`config.mk`:
```
export PLATFORM = sky130hd
export DESIGN_NAME = cellrv32_tmr_sched
export DESIGN_NICKNAME = d
export VERILOG_FILES = /design/src/rtl/cellrv32_tmr_sched.sv
export SDC_FILE = /design/constraint.sdc
export NUM_CORES = 1
export LEC_CHECK = 0
export ABC_AREA = 1
export CAP_MARGIN = 10
export CORE_MARGIN = 3
export CORE_UTILIZATION = 48
export CTS_CLUSTER_SIZE = 10
export DETAILED_ROUTE_END_ITERATION = 7
export PLACE_DENSITY = 0.74
export SLEW_MARGIN = 30
export SYNTH_ARGS = -nofsm -noshare
export SYNTH_HDL_FRONTEND = slang
export SYNTH_SLANG_ARGS = --single-unit
```
`constraint.sdc`:
```
create_clock -name clk_i -period 6.1 [get_ports clk_i]
set_clock_uncertainty 0.05 [all_clocks]
set_input_delay 0.915 -clock clk_i [delete_from_list [all_inputs] [get_ports clk_i]]
set_output_delay 0.915 -clock clk_i [all_outputs]
set_load 0.01 [all_outputs]
```
`src/rtl/cellrv32_tmr_sched.sv`:
```
// cellrv32_tmr_sched: multi-channel timer event scheduler.
// One prescaled 32-bit time base and one deadline comparator are shared by
// NUM_CH channels; a round-robin pointer evaluates one channel per clock and
// channel events are merged into a single level-type interrupt.
module cellrv32_tmr_sched #(
  parameter int          NUM_CH    = 4,
  parameter logic [31:0] BASE_ADDR = 32'hFFFFFF00
) (
  input  logic        clk_i,
  input  logic        rst_i,
  input  logic [31:0] addr_i,
  input  logic        rden_i,
  input  logic        wren_i,
  input  logic [31:0] data_i,
  output logic [31:0] data_o,
  output logic        ack_o,
  output logic        clkgen_en_o,
  input  logic [7:0]  clkgen_i,
  output logic        irq_o
);

  localparam int PW = (NUM_CH > 1) ? $clog2(NUM_CH) : 1;

  // bus decode; byte offset must be word aligned to hit a register
  logic       acc, rd, wr;
  logic [7:0] off;
  assign acc = (addr_i[31:8] == BASE_ADDR[31:8]);
  assign rd  = acc & rden_i;
  assign wr  = acc & wren_i;
  assign off = addr_i[7:0];

  logic        wr_ctrl, wr_count, wr_pend;
  assign wr_ctrl  = wr & (off == 8'h00);
  assign wr_count = wr & (off == 8'h04);
  assign wr_pend  = wr & (off == 8'h08);

  // global state
  logic          en_q;
  logic [2:0]    prsc_q;
  logic          tick_q;
  logic [31:0]   count_q;
  logic [PW-1:0] ptr_q;
  logic          ack_q, irq_q;
  logic [31:0]   data_q, data_d;

  // per-channel state
  logic [NUM_CH-1:0] ch_en_q, ch_per_q, ch_ie_q, pend_q;
  logic [31:0]       ch_cmp_q [NUM_CH];
  logic [31:0]       ch_rel_q [NUM_CH];

  // shared comparator: wrap-safe "count has reached CMP" test for channel ptr
  logic [31:0] diff;
  logic        due;
  assign diff = count_q - ch_cmp_q[ptr_q];
  assign due  = en_q & ch_en_q[ptr_q] & ~diff[31];

  // control register, prescaler tap and time base
  always_ff @(posedge clk_i) begin
    if (rst_i) begin
      en_q    <= 1'b0;
      prsc_q  <= 3'd0;
      tick_q  <= 1'b0;
      count_q <= 32'd0;
    end else begin
      tick_q <= clkgen_i[prsc_q];
      if (wr_ctrl) begin
        en_q   <= data_i[0];
        prsc_q <= data_i[3:1];
      end
      if (wr_count) begin
        count_q <= data_i;
      end else if (en_q & tick_q) begin
        count_q <= count_q + 32'd1;
      end
    end
  end

  // round-robin scan pointer, parked at channel 0 while disabled
  always_ff @(posedge clk_i) begin
    if (rst_i) begin
      ptr_q <= '0;
    end else if (!en_q || ptr_q == PW'(NUM_CH - 1)) begin
      ptr_q <= '0;
    end else begin
      ptr_q <= ptr_q + PW'(1);
    end
  end

  for (genvar gi = 0; gi < NUM_CH; gi++) begin : g_ch
    logic bus_hit, due_hit;
    // any write into this channel's register block overrides a due update
    assign bus_hit = wr & (off[7:4] == 4'(gi + 1)) & (off[1:0] == 2'b00) & (off[3:2] != 2'b11);
    assign due_hit = due & (ptr_q == PW'(gi));

    // channel registers: bus write first, then event reload / self-disable
    always_ff @(posedge clk_i) begin
      if (rst_i) begin
        ch_en_q[gi]  <= 1'b0;
        ch_per_q[gi] <= 1'b0;
        ch_ie_q[gi]  <= 1'b0;
        ch_cmp_q[gi] <= 32'd0;
        ch_rel_q[gi] <= 32'd0;
      end else if (bus_hit) begin
        case (off[3:2])
          2'b00: begin
            ch_en_q[gi]  <= data_i[0];
            ch_per_q[gi] <= data_i[1];
            ch_ie_q[gi]  <= data_i[2];
          end
          2'b01:   ch_cmp_q[gi] <= data_i;
          default: ch_rel_q[gi] <= data_i;
        endcase
      end else if (due_hit) begin
        if (ch_per_q[gi]) begin
          ch_cmp_q[gi] <= ch_cmp_q[gi] + ch_rel_q[gi];
        end else begin
          ch_en_q[gi] <= 1'b0;
        end
      end
    end

    // pending flag: hardware set beats a simultaneous write-one-to-clear
    always_ff @(posedge clk_i) begin
      if (rst_i) begin
        pend_q[gi] <= 1'b0;
      end else if (due_hit & ~bus_hit) begin
        pend_q[gi] <= 1'b1;
      end else if (wr_pend & data_i[gi]) begin
        pend_q[gi] <= 1'b0;
      end
    end
  end

  // read data mux; unmapped offsets return zero
  always_comb begin
    data_d = 32'd0;
    if (rd && off[1:0] == 2'b00) begin
      case (off)
        8'h00:   data_d = {28'd0, prsc_q, en_q};
        8'h04:   data_d = count_q;
        8'h08:   data_d[NUM_CH-1:0] = pend_q;
        default: begin
          for (int i = 0; i < NUM_CH; i++) begin
            if (off[7:4] == 4'(i + 1)) begin
              case (off[3:2])
                2'b00:   data_d = {29'd0, ch_ie_q[i], ch_per_q[i], ch_en_q[i]};
                2'b01:   data_d = ch_cmp_q[i];
                2'b10:   data_d = ch_rel_q[i];
                default: data_d = 32'd0;
              endcase
            end
          end
        end
      endcase
    end
  end

  // registered bus response and merged interrupt
  always_ff @(posedge clk_i) begin
    if (rst_i) begin
      ack_q  <= 1'b0;
      data_q <= 32'd0;
      irq_q  <= 1'b0;
    end else begin
      ack_q  <= rd | wr;
      data_q <= data_d;
      irq_q  <= |(pend_q & ch_ie_q);
    end
  end

  assign ack_o       = ack_q;
  assign data_o      = data_q;
  assign irq_o       = irq_q;
  assign clkgen_en_o = en_q;

endmodule
```
# == After elaboration in Yosys (flattened, before gate mapping) ==
# Memory sizes are Yosys's and may differ from the RTL's. A register that Yosys moved wholly into a read port is not among the register bits.
# Cells that the tools add are included.
# op_classes
bitwise,52
mux,98
n_eq_ne,21
div_mod_pow,0
shifts,0
order_cmp,2
n_addsub,7
n_mul,0
reduce_logical,29
# ops
cell,n
$mux W32,18
$pmux W32 S3,4
$add A32 B32 Y32,4
$mux W1,71
$pmux W28 S2,1
$add A32 B1 Y32 const B,1
$and A1 B1 Y1,32
$sub A32 B32 Y32,1
$eq A24 B24 Y1 const B,1
$reduce_bool A2 Y1,9
$ne A2 B1 Y1 const B,8
$or A1 B1 Y1,13
$pmux W4 S3,1
$reduce_and A3 Y1,4
$eq A4 B2 Y1 const B,2
$eq A8 B3 Y1 const B,1
$eq A8 B4 Y1 const B,1
$logic_not A8 Y1,1
$reduce_and A2 Y1,4
$reduce_or A2 Y1,4
$eq A2 B2 Y1 const B,3
$logic_not A2 Y1,3
$not A1 Y1,6
$and A4 B4 Y4,1
14 further kinds,15
# totals
latch_bits,0
in_bits,76
mem_bits_ro,0
word_cells,235
output_inout_bits,35
memories,2
ram_bits,256
ff_bits,89
# mem_list
memory,words,width,read_ports,rd_clocked_by_memory_dff,wr,line_no,text
ch_cmp_q,4,32,5,1,4,48,logic [31:0] ch_cmp_q [NUM_CH];
ch_rel_q,4,32,4,0,4,49,logic [31:0] ch_rel_q [NUM_CH];

# == Depth between registers and ports, before layout ==
# logic_depth
ltp_word,10
depth_mapped,25
ltp_nobuf,21

# == Worst setup path before layout ==
# OpenSTA, ideal clock, no wires.
# synth_path
kind,reg2reg
from,register ptr_q[0]
to,memory ch_cmp_q[2][0] (enable)
required_ns,5.584
setup_ns,0.466
setup_slack_ns,0.699
synth_period_minus_slack_ns,5.401
stages_incl_launch_ff,15
arrival_time_ns,4.886
n_path_buf,3
cell_sequence,dfxtp_1 > buf_4 > clkbuf_1 > clkbuf_1 > a21oi_1 > a32o_1 > ha_1 > a21oi_1 > o21ai_0 > o21bai_1 > a31oi_1 > nand3_1 > nand2_2 > nand3_1 > o21ai_0
# synth_lines
item,line_no,text
"start, declared",42,logic [PW-1:0] ptr_q;
"start signal, assigned",85,ptr_q <= ptr_q + PW'(1);
"end, declared",48,

==> flow_metrics.env <==
export IMPL_setup_worst_path_end="ch_cmp_q[0][27]"
export IMPL_min_period_ps=4837
export IMPL_whs_path_depth=2
export IMPL_wl_per_cell_um=23.94
export IMPL_drt_wl_total_mm=97.40
export IMPL_startpoint="ptr_q[0]"
export IMPL_slowest_stage="buf_4"
export IMPL_synthCells=3292
export IMPL_cp_depth=15
export IMPL_critPathLaunchType="flop"
export IMPL_die_area_mm2=0.05454
export IMPL_combinationalPowerShare_pct=16.9
export IMPL_multiInputGateArea_mm2=0.01393
export IMPL_htreeDepth=2
export IMPL_clk_pin_slew_ps=60
export IMPL_worst_r2r_endpoint="ch_cmp_q[0][27]"
export IMPL_area_growth_pct=12.88
export IMPL_core_area_mm2=0.05068
export IMPL_syn_nets=3531
export IMPL_p_sw_mw=1.880
export IMPL_slowest_delay_ps=630
export IMPL_path_cells="buf_4, nand2_1, a32o_1, ha_1, nand2_1, nor2_1, nand2_1, nor4_1, nand2_2, nand3_1, nand3_2, inv_1, nand4_1, o211ai_1, buf_4"
export IMPL_antenna_cells=0
export IMPL_gr_total_overflow=0
export IMPL_nets=3603
export IMPL_p_per_area_mw_per_mm2=225.8
export IMPL_cts_hold_buffers=0
export IMPL_antenna_found_initial=0
export IMPL_fmax_mhz=206.7
export IMPL_status="finished clean"
export IMPL_reg2reg_slack_ps=1260
export IMPL_grt_pass1_wl_mm=143.5
export IMPL_drt_iter0_markers=2935
export IMPL_drive_gt1_share_pct=4.505
export IMPL_leakagePower_nw=11.28
export IMPL_synth_area_leader_cell="edfxtp_1"
export IMPL_cts_buffers_inserted=43
export IMPL_ys_seq_area_share_pct=38.10
export IMPL_synth_top_area_share_pct=30.93
export IMPL_start_util_pct=49.03
export IMPL_first_global_vias=23450
export IMPL_ys_seq_elements=345
export IMPL_slew_violations=0
export IMPL_ys_warn_count=0
export IMPL_grt_usage_pct=35.22
export IMPL_worstSetupEndpointType="flop"
export IMPL_p_seq_share_pct=42.7
export IMPL_async_flop_share_pct=0
export IMPL_seq_area_mm2=0.009470
export IMPL_die_width_um=233.5
export IMPL_post_cts_buffers=0
export IMPL_ir_worst_vdd_uv=176.7
export IMPL_reg2reg_depth=15
export IMPL_cts_resized=0
export IMPL_rsz0062_at_grt="no"
export IMPL_cp_top_family="simple AND/OR/NAND/NOR gates"
export IMPL_gp_congestion=1.009
export IMPL_required_ps=6260
export IMPL_dp_hpwl_mm=74.68
export IMPL_n_fill_cell=4914
export IMPL_drv_cap=0
export IMPL_drcViolationCount=0
export IMPL_clk_latency_ps=590
export IMPL_die_h_um=233.5
export IMPL_syn_area_mm2=0.02485
export IMPL_yosys_top_cells_area="edfxtp_1 (31%), nand2_1 (14%), ha_1 (8.0%)"
export IMPL_p_int_mw=4.455
export IMPL_first_pass_iters=6
export IMPL_cts_sinks=345
export IMPL_ant_nets=0
export IMPL_pre_cts_ws_ps=1430
export IMPL_setup_violations=0
export IMPL_setup_slack_ps=1263
export IMPL_finalHoldViolations=0
export IMPL_relSlewSlack_pct=36.09
export IMPL_critPathKind="flop to flop"
export IMPL_synth_edf_count=256
export IMPL_io_buffers=110
export IMPL_cts_path_max_buffers=3
export IMPL_tightest_slew_ps=958.7
export IMPL_worstHoldStart="ch_ie_q[1]"
export IMPL_grt_max_degree=101
export IMPL_clock_power_share_pct=40.3
export IMPL_p_sw_share_pct=29.67
export IMPL_rows=82
export IMPL_vias=24790
export IMPL_timing_rr_start="ptr_q[0]"
export IMPL_setup_tns_ps=0
export IMPL_worst_ep_arrival_time_ps=5000
export IMPL_finalCritPeriodShare_pct=79.30
export IMPL_cp_num_buf_inv=3
export IMPL_synthDistinctLibCells=60
export IMPL_synth_ff_type="edfxtp_1"
export IMPL_crit_path_max_fanout=77
export IMPL_clockRootBuffer="clkbuf_16"
export IMPL_hold_class="flop to flop"
export IMPL_tritoncts="done"
export IMPL_finalPower_mw=6.335
export IMPL_io_pins=111
export IMPL_cp_common_cell="nand2_1"
export IMPL_viasPerCell=6.094
export IMPL_syn_avg_cell_area_um2=7.549
[metrics by stage]
step	std cells	area, µm²	utilization, %	hold WS (ps)
floorplan	3292	24850	-	393.6
global placement	3988	26610	52.50	415.6
detailed placement	3990	26650	52.59	415.6
CTS	4067	28010	55.27	428.7
global route	4068	28050	55.34	464.1
finish	4068	28050	55.34	428.3
[flip-flops by register name, summed over array words and instances (netlist names)]
name,flops
ch_per_q,4
data_o,32
clkgen_en_o,1
ch_rel_q,128
count_q,32
ch_cmp_q,128
irq_o,1
tick_q,1
pend_q,4
ptr_q,2
ch_ie_q,4
ack_o,1
ch_en_q,4
prsc_q,3
[final cells by class]
class | instances | share of cell area (%)
clock inverter | 7 | 0.3568
clock buffer | 70 | 4.492
timing repair buffer | 147 | 5.085
sequential | 345 | 33.76
inverter | 270 | 3.653
multi-input combinational | 2557 | 49.65
tap | 672 | 2.997
[worst min path at each step]
stage / to / slack [ps]
2_1_floorplan: ch_ie_q[0] / 390
3_3_place_gp: ch_ie_q[1] / 420
3_5_place_dp: pend_q[2] / 420
4_1_cts: ch_ie_q[1] / 430
5_1_grt: pend_q[2] / 460
6_report: ch_ie_q[1] / 430
[power groups by stage]
stage / sequential, mW / clock (mW) / combinational, mW
5_1_grt: 2.71 / 2.65 / 1.16
3_3_place_gp: 2.75 / 0 / 1.03
4_1_cts: 2.70 / 2.55 / 1.04
2_1_floorplan: 2.70 / 0 / 0.686
6_report: 2.71 / 2.56 / 1.07
3_5_place_dp: 2.75 / 0 / 1.03
[synthesized netlist by cell type, types with 2 or more instances]
cell       instances
a211oi_1          35
a21boi_0           5
a21o_1            12
a21oi_1          323
a221oi_1          19
a22o_1             5
a31oi_1           47
a32o_1            27
buf_1             12
buf_2             30
buf_4              6
buf_6              2
clkbuf_1          70
clkinv_1           2
dfxtp_1           89
edfxtp_1         256
fa_1               4
ha_1             159
inv_1            257
inv_2             10
nand2_1          918
nand2_2            4
nand3_1           85
nand3_2            5
nand4_1           52
nand4_2            2
nor2_1           340
nor2_2             7
nor3_1            57
nor3_2             6
nor4_1            11
o2111ai_1          2
o211ai_1          10
o21a_1            11
o21ai_0          186
o21ai_1           24
o21bai_1           9
o221a_2            2
o221ai_1          14
o22ai_1           13
o31ai_1            5
or2_1              2
xnor2_1           48
xor2_1            93
[cell usage in the layout (no fill, tap or decap), drive strengths merged, types with 13 or more instances in the layout]
master           n
a211oi          35
a21oi          324
a221oi          19
a31oi           47
a32o            27
buf             37
clkbuf          70
clkdlybuf4s50  110
dfxtp           89
edfxtp         256
ha             159
inv            268
nand2          922
nand3           91
nand4           54
nor2           348
nor3            64
o21ai          210
o221ai          14
o22ai           13
xnor2           48
xor2            94
[layer usage]
layer  vias up  wire, µm  global-route usage, %  share of wire (%)
met5         -         0                      0                  0
met3       402      7932                  4.451                8.1
met1     11430     37220                  43.92                 38
met4         0      9463                  27.93                9.7
met2      1474     42790                  55.06                 44
li1      11490         -                      -                  -
[worst register-to-register path: stages (launching register included)]
cell and delay (ps):
dfxtp_2 330, buf_4 630, nand2_1 240, a32o_1 300
ha_1 260, nand2_1 60, nor2_1 230, nand2_1 140
nor4_1 470, nand2_2 150, nand3_1 110, nand3_2 170
inv_1 90, nand4_1 460, o211ai_1 260, buf_4 450
[logic make-up (layout without fill, tap and decap cells)]
| logic type | Yosys count | in the layout | share of synthesized area (%) |
|---|---|---|---|
| buf+inv | 390 | 494 | 6.203 |
| flops | 345 | 345 | 38.10 |
| xor+xnor | 142 | 142 | 5.035 |
| compound gates | 756 | 756 | 17.70 |
| fa+ha+maj | 163 | 163 | 8.328 |
| simple gates | 1496 | 1496 | 24.63 |
Power figures use the tool's default switching activity.
